<file path="config.mk">
export PLATFORM = sky130hd
export DESIGN_NAME = imem_program_loader
export DESIGN_NICKNAME = d
export VERILOG_FILES = /design/src/rtl/imem_program_loader.sv
export SDC_FILE = /design/constraint.sdc
export NUM_CORES = 1
export LEC_CHECK = 0
export ABC_AREA = 1
export BUFFER_PORTS_ARGS = -buffer_cell sky130_fd_sc_hd__buf_2
export CAP_MARGIN = 20
export CORE_ASPECT_RATIO = 0.75
export CORE_MARGIN = 5
export CORE_UTILIZATION = 35
export CTS_BUF_LIST = sky130_fd_sc_hd__clkbuf_2 sky130_fd_sc_hd__clkbuf_4 sky130_fd_sc_hd__clkbuf_8
export DETAILED_ROUTE_END_ITERATION = 6
export SLEW_MARGIN = 20
export SYNTH_ARGS = -nofsm -noshare
export SYNTH_HDL_FRONTEND = slang
export SYNTH_SLANG_ARGS = --single-unit
export TNS_END_PERCENT = 10
</file>
<file path="constraint.sdc">
create_clock -name clk_i -period 2.13 [get_ports clk_i]
set_clock_uncertainty 0.1 [all_clocks]
set_input_delay 0.213 -clock clk_i [delete_from_list [all_inputs] [get_ports clk_i]]
set_output_delay 0.213 -clock clk_i [all_outputs]
set_load 0.05 [all_outputs]
</file>
<file path="src/rtl/imem_program_loader.sv">
// Sequential RV32I encoder/loader: turns instruction descriptors into machine words and
// writes them to instruction memory. Define LOADER_IMM_CHECK_EN to reject out-of-range immediates.
module imem_program_loader #(
    parameter int          ADDR_WIDTH = 8,
    parameter int unsigned BASE_ADDR  = 0
) (
    input  logic                  clk_i,
    input  logic                  rst_i,
    input  logic                  start_i,
    input  logic                  finish_i,
    input  logic                  valid_i,
    output logic                  ready_o,
    input  logic [2:0]            kind_i,
    input  logic [4:0]            rd_i,
    input  logic [4:0]            rs1_i,
    input  logic [4:0]            rs2_i,
    input  logic [2:0]            funct3_i,
    input  logic [6:0]            funct7_i,
    input  logic [31:0]           imm_i,
    output logic                  imem_we_o,
    output logic [ADDR_WIDTH+1:0] imem_addr_o,
    output logic [31:0]           imem_wdata_o,
    output logic [ADDR_WIDTH:0]   count_o,
    output logic                  busy_o,
    output logic                  full_o,
    output logic                  done_o,
    output logic                  err_o
);
    localparam int                    DEPTH    = 2 ** ADDR_WIDTH;
    localparam logic [ADDR_WIDTH+1:0] BASE_PTR = (ADDR_WIDTH + 2)'(BASE_ADDR);
    localparam logic [ADDR_WIDTH:0]   LAST_CNT = (ADDR_WIDTH + 1)'(DEPTH - 1);
    localparam logic [ADDR_WIDTH+1:0] DEPTH_W  = (ADDR_WIDTH + 2)'(DEPTH);
    localparam logic [ADDR_WIDTH+1:0] WORD_STEP = (ADDR_WIDTH + 2)'(4);

    localparam logic [2:0] KIND_LOAD   = 3'd0;
    localparam logic [2:0] KIND_STORE  = 3'd1;
    localparam logic [2:0] KIND_REG    = 3'd2;
    localparam logic [2:0] KIND_BRANCH = 3'd3;
    localparam logic [2:0] KIND_IMM    = 3'd4;
    localparam logic [2:0] KIND_JAL    = 3'd5;

    localparam logic [6:0] OP_LOAD   = 7'b0000011;
    localparam logic [6:0] OP_STORE  = 7'b0100011;
    localparam logic [6:0] OP_REG    = 7'b0110011;
    localparam logic [6:0] OP_BRANCH = 7'b1100011;
    localparam logic [6:0] OP_IMM    = 7'b0010011;
    localparam logic [6:0] OP_JAL    = 7'b1101111;

    typedef enum logic [1:0] {
        ST_IDLE = 2'd0,
        ST_LOAD = 2'd1,
        ST_FULL = 2'd2,
        ST_DONE = 2'd3
    } state_t;

    function automatic logic [31:0] enc_r_f(input logic [6:0] f7, input logic [4:0] rs2,
                                            input logic [4:0] rs1, input logic [2:0] f3,
                                            input logic [4:0] rd, input logic [6:0] op);
        return {f7, rs2, rs1, f3, rd, op};
    endfunction

    function automatic logic [31:0] enc_i_f(input logic [11:0] imm, input logic [4:0] rs1,
                                            input logic [2:0] f3, input logic [4:0] rd,
                                            input logic [6:0] op);
        return {imm, rs1, f3, rd, op};
    endfunction

    function automatic logic [31:0] enc_s_f(input logic [11:0] imm, input logic [4:0] rs2,
                                            input logic [4:0] rs1, input logic [2:0] f3,
                                            input logic [6:0] op);
        return {imm[11:5], rs2, rs1, f3, imm[4:0], op};
    endfunction

    // imm holds byte-offset bits [12:1]; bit 0 is implicitly zero
    function automatic logic [31:0] enc_b_f(input logic [12:1] imm, input logic [4:0] rs2,
                                            input logic [4:0] rs1, input logic [2:0] f3,
                                            input logic [6:0] op);
        return {imm[12], imm[10:5], rs2, rs1, f3, imm[4:1], imm[11], op};
    endfunction

    function automatic logic [31:0] enc_j_f(input logic [20:1] imm, input logic [4:0] rd,
                                            input logic [6:0] op);
        return {imm[20], imm[10:1], imm[11], imm[19:12], rd, op};
    endfunction

    state_t                 state_r;
    logic                   pend_r;
    logic [31:0]            pend_word_r;
    logic                   fin_r;
    logic [ADDR_WIDTH+1:0]  ptr_r;
    logic                   ready_r;
    logic                   we_r;
    logic [ADDR_WIDTH+1:0]  addr_r;
    logic [31:0]            wdata_r;
    logic [ADDR_WIDTH:0]    count_r;
    logic                   busy_r;
    logic                   full_r;
    logic                   done_r;
    logic                   err_r;

    logic [31:0]            word_s;
    logic                   legal_s;
    logic                   imm_ok_s;
    logic                   take_s;
    logic                   write_s;
    logic                   finishing_s;
    logic                   room_s;
    logic [ADDR_WIDTH:0]    cnt_next_s;

    // Encode the presented descriptor and flag illegal kinds
    always_comb begin
        word_s  = 32'h0000_0000;
        legal_s = 1'b1;
        case (kind_i)
            KIND_LOAD:   word_s = enc_i_f(imm_i[11:0], rs1_i, funct3_i, rd_i, OP_LOAD);
            KIND_STORE:  word_s = enc_s_f(imm_i[11:0], rs2_i, rs1_i, funct3_i, OP_STORE);
            KIND_REG:    word_s = enc_r_f(funct7_i, rs2_i, rs1_i, funct3_i, rd_i, OP_REG);
            KIND_BRANCH: word_s = enc_b_f(imm_i[12:1], rs2_i, rs1_i, funct3_i, OP_BRANCH);
            KIND_IMM:    word_s = enc_i_f(imm_i[11:0], rs1_i, funct3_i, rd_i, OP_IMM);
            KIND_JAL:    word_s = enc_j_f(imm_i[20:1], rd_i, OP_JAL);
            default: begin
                word_s  = 32'h0000_0000;
                legal_s = 1'b0;
            end
        endcase
    end

`ifdef LOADER_IMM_CHECK_EN
    // Immediate must sign-extend from its format width; branch and jump offsets must be even
    always_comb begin
        case (kind_i)
            KIND_LOAD, KIND_STORE, KIND_IMM:
                imm_ok_s = (&imm_i[31:11]) | ~(|imm_i[31:11]);
            KIND_BRANCH:
                imm_ok_s = ((&imm_i[31:12]) | ~(|imm_i[31:12])) & ~imm_i[0];
            KIND_JAL:
                imm_ok_s = ((&imm_i[31:20]) | ~(|imm_i[31:20])) & ~imm_i[0];
            default:
                imm_ok_s = 1'b1;
        endcase
    end
`else
    logic unused_imm_s;
    assign imm_ok_s     = 1'b1;
    assign unused_imm_s = ^{imm_i[31:21], imm_i[0]};
`endif

    assign take_s      = valid_i & ready_r;
    assign write_s     = take_s & legal_s & imm_ok_s;
    assign finishing_s = fin_r | finish_i;
    assign cnt_next_s  = count_r + (ADDR_WIDTH + 1)'(pend_r);
    // Room counts both the word landing now and the one being accepted now
    assign room_s      = ({1'b0, cnt_next_s} + (ADDR_WIDTH + 2)'(write_s)) < DEPTH_W;

    // Session FSM, two-stage write pipeline and registered outputs
    always_ff @(posedge clk_i) begin
        if (rst_i) begin
            state_r     <= ST_IDLE;
            pend_r      <= 1'b0;
            pend_word_r <= 32'h0000_0000;
            fin_r       <= 1'b0;
            ptr_r       <= '0;
            ready_r     <= 1'b0;
            we_r        <= 1'b0;
            addr_r      <= '0;
            wdata_r     <= 32'h0000_0000;
            count_r     <= '0;
            busy_r      <= 1'b0;
            full_r      <= 1'b0;
            done_r      <= 1'b0;
            err_r       <= 1'b0;
        end else begin
            we_r   <= 1'b0;
            done_r <= 1'b0;
            case (state_r)
                ST_IDLE: begin
                    if (start_i) begin
                        state_r <= ST_LOAD;
                        count_r <= '0;
                        err_r   <= 1'b0;
                        full_r  <= 1'b0;
                        fin_r   <= 1'b0;
                        ptr_r   <= BASE_PTR;
                        ready_r <= 1'b1;
                        busy_r  <= 1'b1;
                    end
                end
                ST_LOAD: begin
                    pend_r      <= write_s;
                    pend_word_r <= word_s;
                    if (take_s && !write_s) begin
                        err_r <= 1'b1;
                    end
                    if (pend_r) begin
                        we_r    <= 1'b1;
                        addr_r  <= ptr_r;
                        wdata_r <= pend_word_r;
                        count_r <= cnt_next_s;
                        ptr_r   <= ptr_r + WORD_STEP;
                    end
                    if (pend_r && count_r == LAST_CNT) begin
                        state_r <= ST_FULL;
                        full_r  <= 1'b1;
                        ready_r <= 1'b0;
                        ptr_r   <= BASE_PTR;
                        fin_r   <= finishing_s;
                    end else if (finishing_s) begin
                        // Let in-flight words land before signalling completion
                        fin_r   <= 1'b1;
                        ready_r <= 1'b0;
                        if (!write_s && !pend_r) begin
                            state_r <= ST_DONE;
                            done_r  <= 1'b1;
                        end
                    end else begin
                        ready_r <= room_s;
                    end
                end
                ST_FULL: begin
                    if (fin_r || finish_i) begin
                        state_r <= ST_DONE;
                        done_r  <= 1'b1;
                    end
                end
                ST_DONE: begin
                    state_r <= ST_IDLE;
                    busy_r  <= 1'b0;
                end
                default: begin
                    state_r <= ST_IDLE;
                    pend_r  <= 1'b0;
                    ready_r <= 1'b0;
                    busy_r  <= 1'b0;
                end
            endcase
        end
    end

    assign ready_o      = ready_r;
    assign imem_we_o    = we_r;
    assign imem_addr_o  = addr_r;
    assign imem_wdata_o = wdata_r;
    assign count_o      = count_r;
    assign busy_o       = busy_r;
    assign full_o       = full_r;
    assign done_o       = done_r;
    assign err_o        = err_r;

endmodule

</file>
==> impl_metrics.tcl <==
set metrics [dict create \
    status "completed" \
    drive_gt1_share_pct 21.17 \
    clk-insertion-delay-late_ps 360 \
    ir_drop_mv 0.3495 \
    port_buffers 108 \
    drv_slew 0 \
    finalNetCount 786 \
    grt_antenna_before_repair 0 \
    vias 4163 \
    r2r_end "ready_o$_SDFFE_PP0P_" \
    syn-instance-count 619 \
    synth.avg_cell_area_um2 6.978 \
    cp.arrival_ps 2010 \
    postCtsHoldBufs 0 \
    wirelength_um 11560 \
    core_um2 12170 \
    grt_pass1_vias 4030 \
    ys_seq_area_share_pct 44.03 \
    via_per_inst 4.709 \
    gp_congestion 0.9169 \
    start_kind "flop" \
    tightest_slew_ps 603.3 \
    slew_headroom_pct 59.63 \
    cts_root_buf "clkbuf_8" \
    placementRows 35 \
    yosysWarningCount 0 \
    synthDistinctLibCells 31 \
    finalHoldViolCount 0 \
    utilization_pct 42.38 \
    layout.cells.most_common "nand2_1" \
    clkSinkCount 95 \
    drtAntennaViolNets 0 \
    holdCritStartpoint "imm_i[17]" \
    die_w_um 138.3 \
    fin_tns_setup_ps 0 \
    worstSetupPathType "reg2reg" \
    rsz0062_at_grt "no" \
    synth-seq-cells 95 \
    wire_per_inst_um 13.07 \
    firstDrtPassIters 5 \
    p_leak_nw 2.319 \
    reg2reg_slack_ps 250 \
    ios 122 \
    dieArea_um2 14690 \
    track_usage_pct 15.74 \
    synth_area_um2 4319 \
    num_antenna_cells 0 \
    whs_endpoint "pend_word_r[17]$_SDFFE_PP0P_" \
    final_cell_mix "157 x nand2_1, 108 x buf_2, 95 x dfxtp_1, 83 x nor2_1, 71 x o21ai_0" \
    hold_path_depth 5 \
    tritoncts "done" \
    power_mw 5.102 \
    drtIter0Drc 179 \
    max_freq_mhz 531.8 \
    start_util_pct 35.48 \
    area_delta_synth_final_pct 19.47 \
    reg2reg_from "pend_r$_SDFFE_PP0P_" \
    postCtsSetupBuffers 0 \
    period_share_pct 88.29 \
    cp.required_ps 2260 \
    grt_max_degree 48 \
    hold_path_class "in2reg" \
    cp-end-kind "flop" \
    setup_viol 0 \
    dpl.hpwl_um 8392 \
    die_y_um 106.2 \
    ctsResizeCount 0 \
    pwr_density_cell_nw_per_um2 988.8 \
    drc 0 \
    crit_path_start "pend_r$_SDFFE_PP0P_" \
    crit_fanout 5 \
    cts_htree_levels 3 \
    grt_overflow_total 0 \
    reg2reg_depth 9 \
    grt_first_pass_wirelength_um 19000 \
    period_minus_slack_ps 1881 \
    clkTransAtPathRegs_ps 90 \
    cts_buffer_depth 2 \
    cts_buffers 9 \
    max_cap_violations 0 \
]
-- final cells by class --
cell class / count / area (um2)
clock buffers: 12 / 158.9
clock inverters: 3 / 42.54
fillers: 1334 / 7014
inverters: 56 / 215.2
multi-input cells: 435 / 2026
flip-flops and latches: 95 / 1902
well taps: 166 / 207.7
repair buffers: 117 / 608.1
-- through the flow --
stage	cell area [um2]	std cells	setup WS, ps	hold WS, ps
after floorplan	4323	620	160.7	304.7
after global placement	4959	869	344.8	337.5
after detailed placement	4959	869	282.7	345.0
after CTS	5160	884	245.6	68.41
after global routing	5160	884	55.60	98.47
final	5160	884	249.5	92.08
-- report_power, final --
part / switching [mW] / total [mW] / internal [mW]
Clock: 0.592 / 1.20 / 0.612
Sequential: 0.143 / 2.15 / 2.01
Combinational: 1.27 / 1.75 / 0.482
-- per-layer routing --
layer  GRT usage [%]  wire length [um]  vias to the layer above
met2           24.27              5056                      109
li1                -                 -                     2163
met4           5.007               176                        0
met3           4.766               686                       16
met1           21.17              5635                     1875
met5               0                 0                        -
-- sequential cells by signal, indices dropped and copies added (netlist names) --
name	flops
ptr_r	8
err_o	1
full_o	1
busy_o	1
pend_word_r	30
imem_addr_o	8
fin_r	1
state_r	2
pend_r	1
count_o	9
ready_o	1
imem_wdata_o	30
done_o	1
imem_we_o	1
-- critical path, cell delays in order, from the launching register on --
cell	delay, ps
dfxtp_1	450
ha_1	280
ha_1	240
nand3_1	120
o21bai_1	180
nand2_1	70
nor2_1	120
nand3_1	80
nand2_1	60
a21oi_1	50
-- cell families (layout without fill, tap and decap cells) --
logic type      Yosys count  in the layout  share of synthesized area [%]
other cells               1              2                        0.08682
xor+xnor                  2              2                         0.4056
flops                    95             95                          44.03
buf+inv                  90            188                          9.154
fa+ha+maj                 7              7                          2.028
compound gates          144            144                          17.64
simple gates            280            280                          26.65
-- how the worst max path moves through the flow --
stage	to	slack [ps]	depth (start not counted)
after global placement	ready_o$_SDFFE_PP0P_	340	9
after floorplan	ready_o$_SDFFE_PP0P_	160	9
final	ready_o$_SDFFE_PP0P_	250	9
after global routing	ready_o$_SDFFE_PP0P_	60	9
after detailed placement	imem_addr_o[6]$_SDFFE_PP0P_	280	7
after CTS	imem_addr_o[6]$_SDFFE_PP0P_	250	7
-- synth_stat cells --
master | count | area [um2]
nand3_1 | 20 | 100.1
dfxtp_1 | 95 | 1902
buf_6 | 2 | 22.52
buf_4 | 7 | 52.55
nand2_1 | 157 | 589.3
o21ai_1 | 5 | 25.02
buf_2 | 9 | 45.04
inv_6 | 1 | 8.760
o21ai_0 | 71 | 355.3
nand2_4 | 3 | 33.78
a21oi_1 | 56 | 280.3
nand2_2 | 4 | 25.02
nor2_1 | 83 | 311.6
o21bai_1 | 1 | 7.510
a21oi_2 | 5 | 43.79
nor3b_1 | 1 | 7.510
buf_1 | 3 | 11.26
ha_1 | 7 | 87.58
nand4_1 | 6 | 37.54
conb_1 | 1 | 3.750
a211oi_1 | 2 | 15.01
inv_2 | 4 | 15.01
o211ai_1 | 2 | 15.01
o211ai_2 | 1 | 12.51
inv_1 | 51 | 191.4
nor3_4 | 1 | 16.27
nor3_1 | 4 | 20.02
xor2_1 | 2 | 17.52
a21boi_0 | 1 | 7.510
nor3_2 | 1 | 10.01
clkbuf_1 | 13 | 48.80
(Power assumes the default switching activity.)
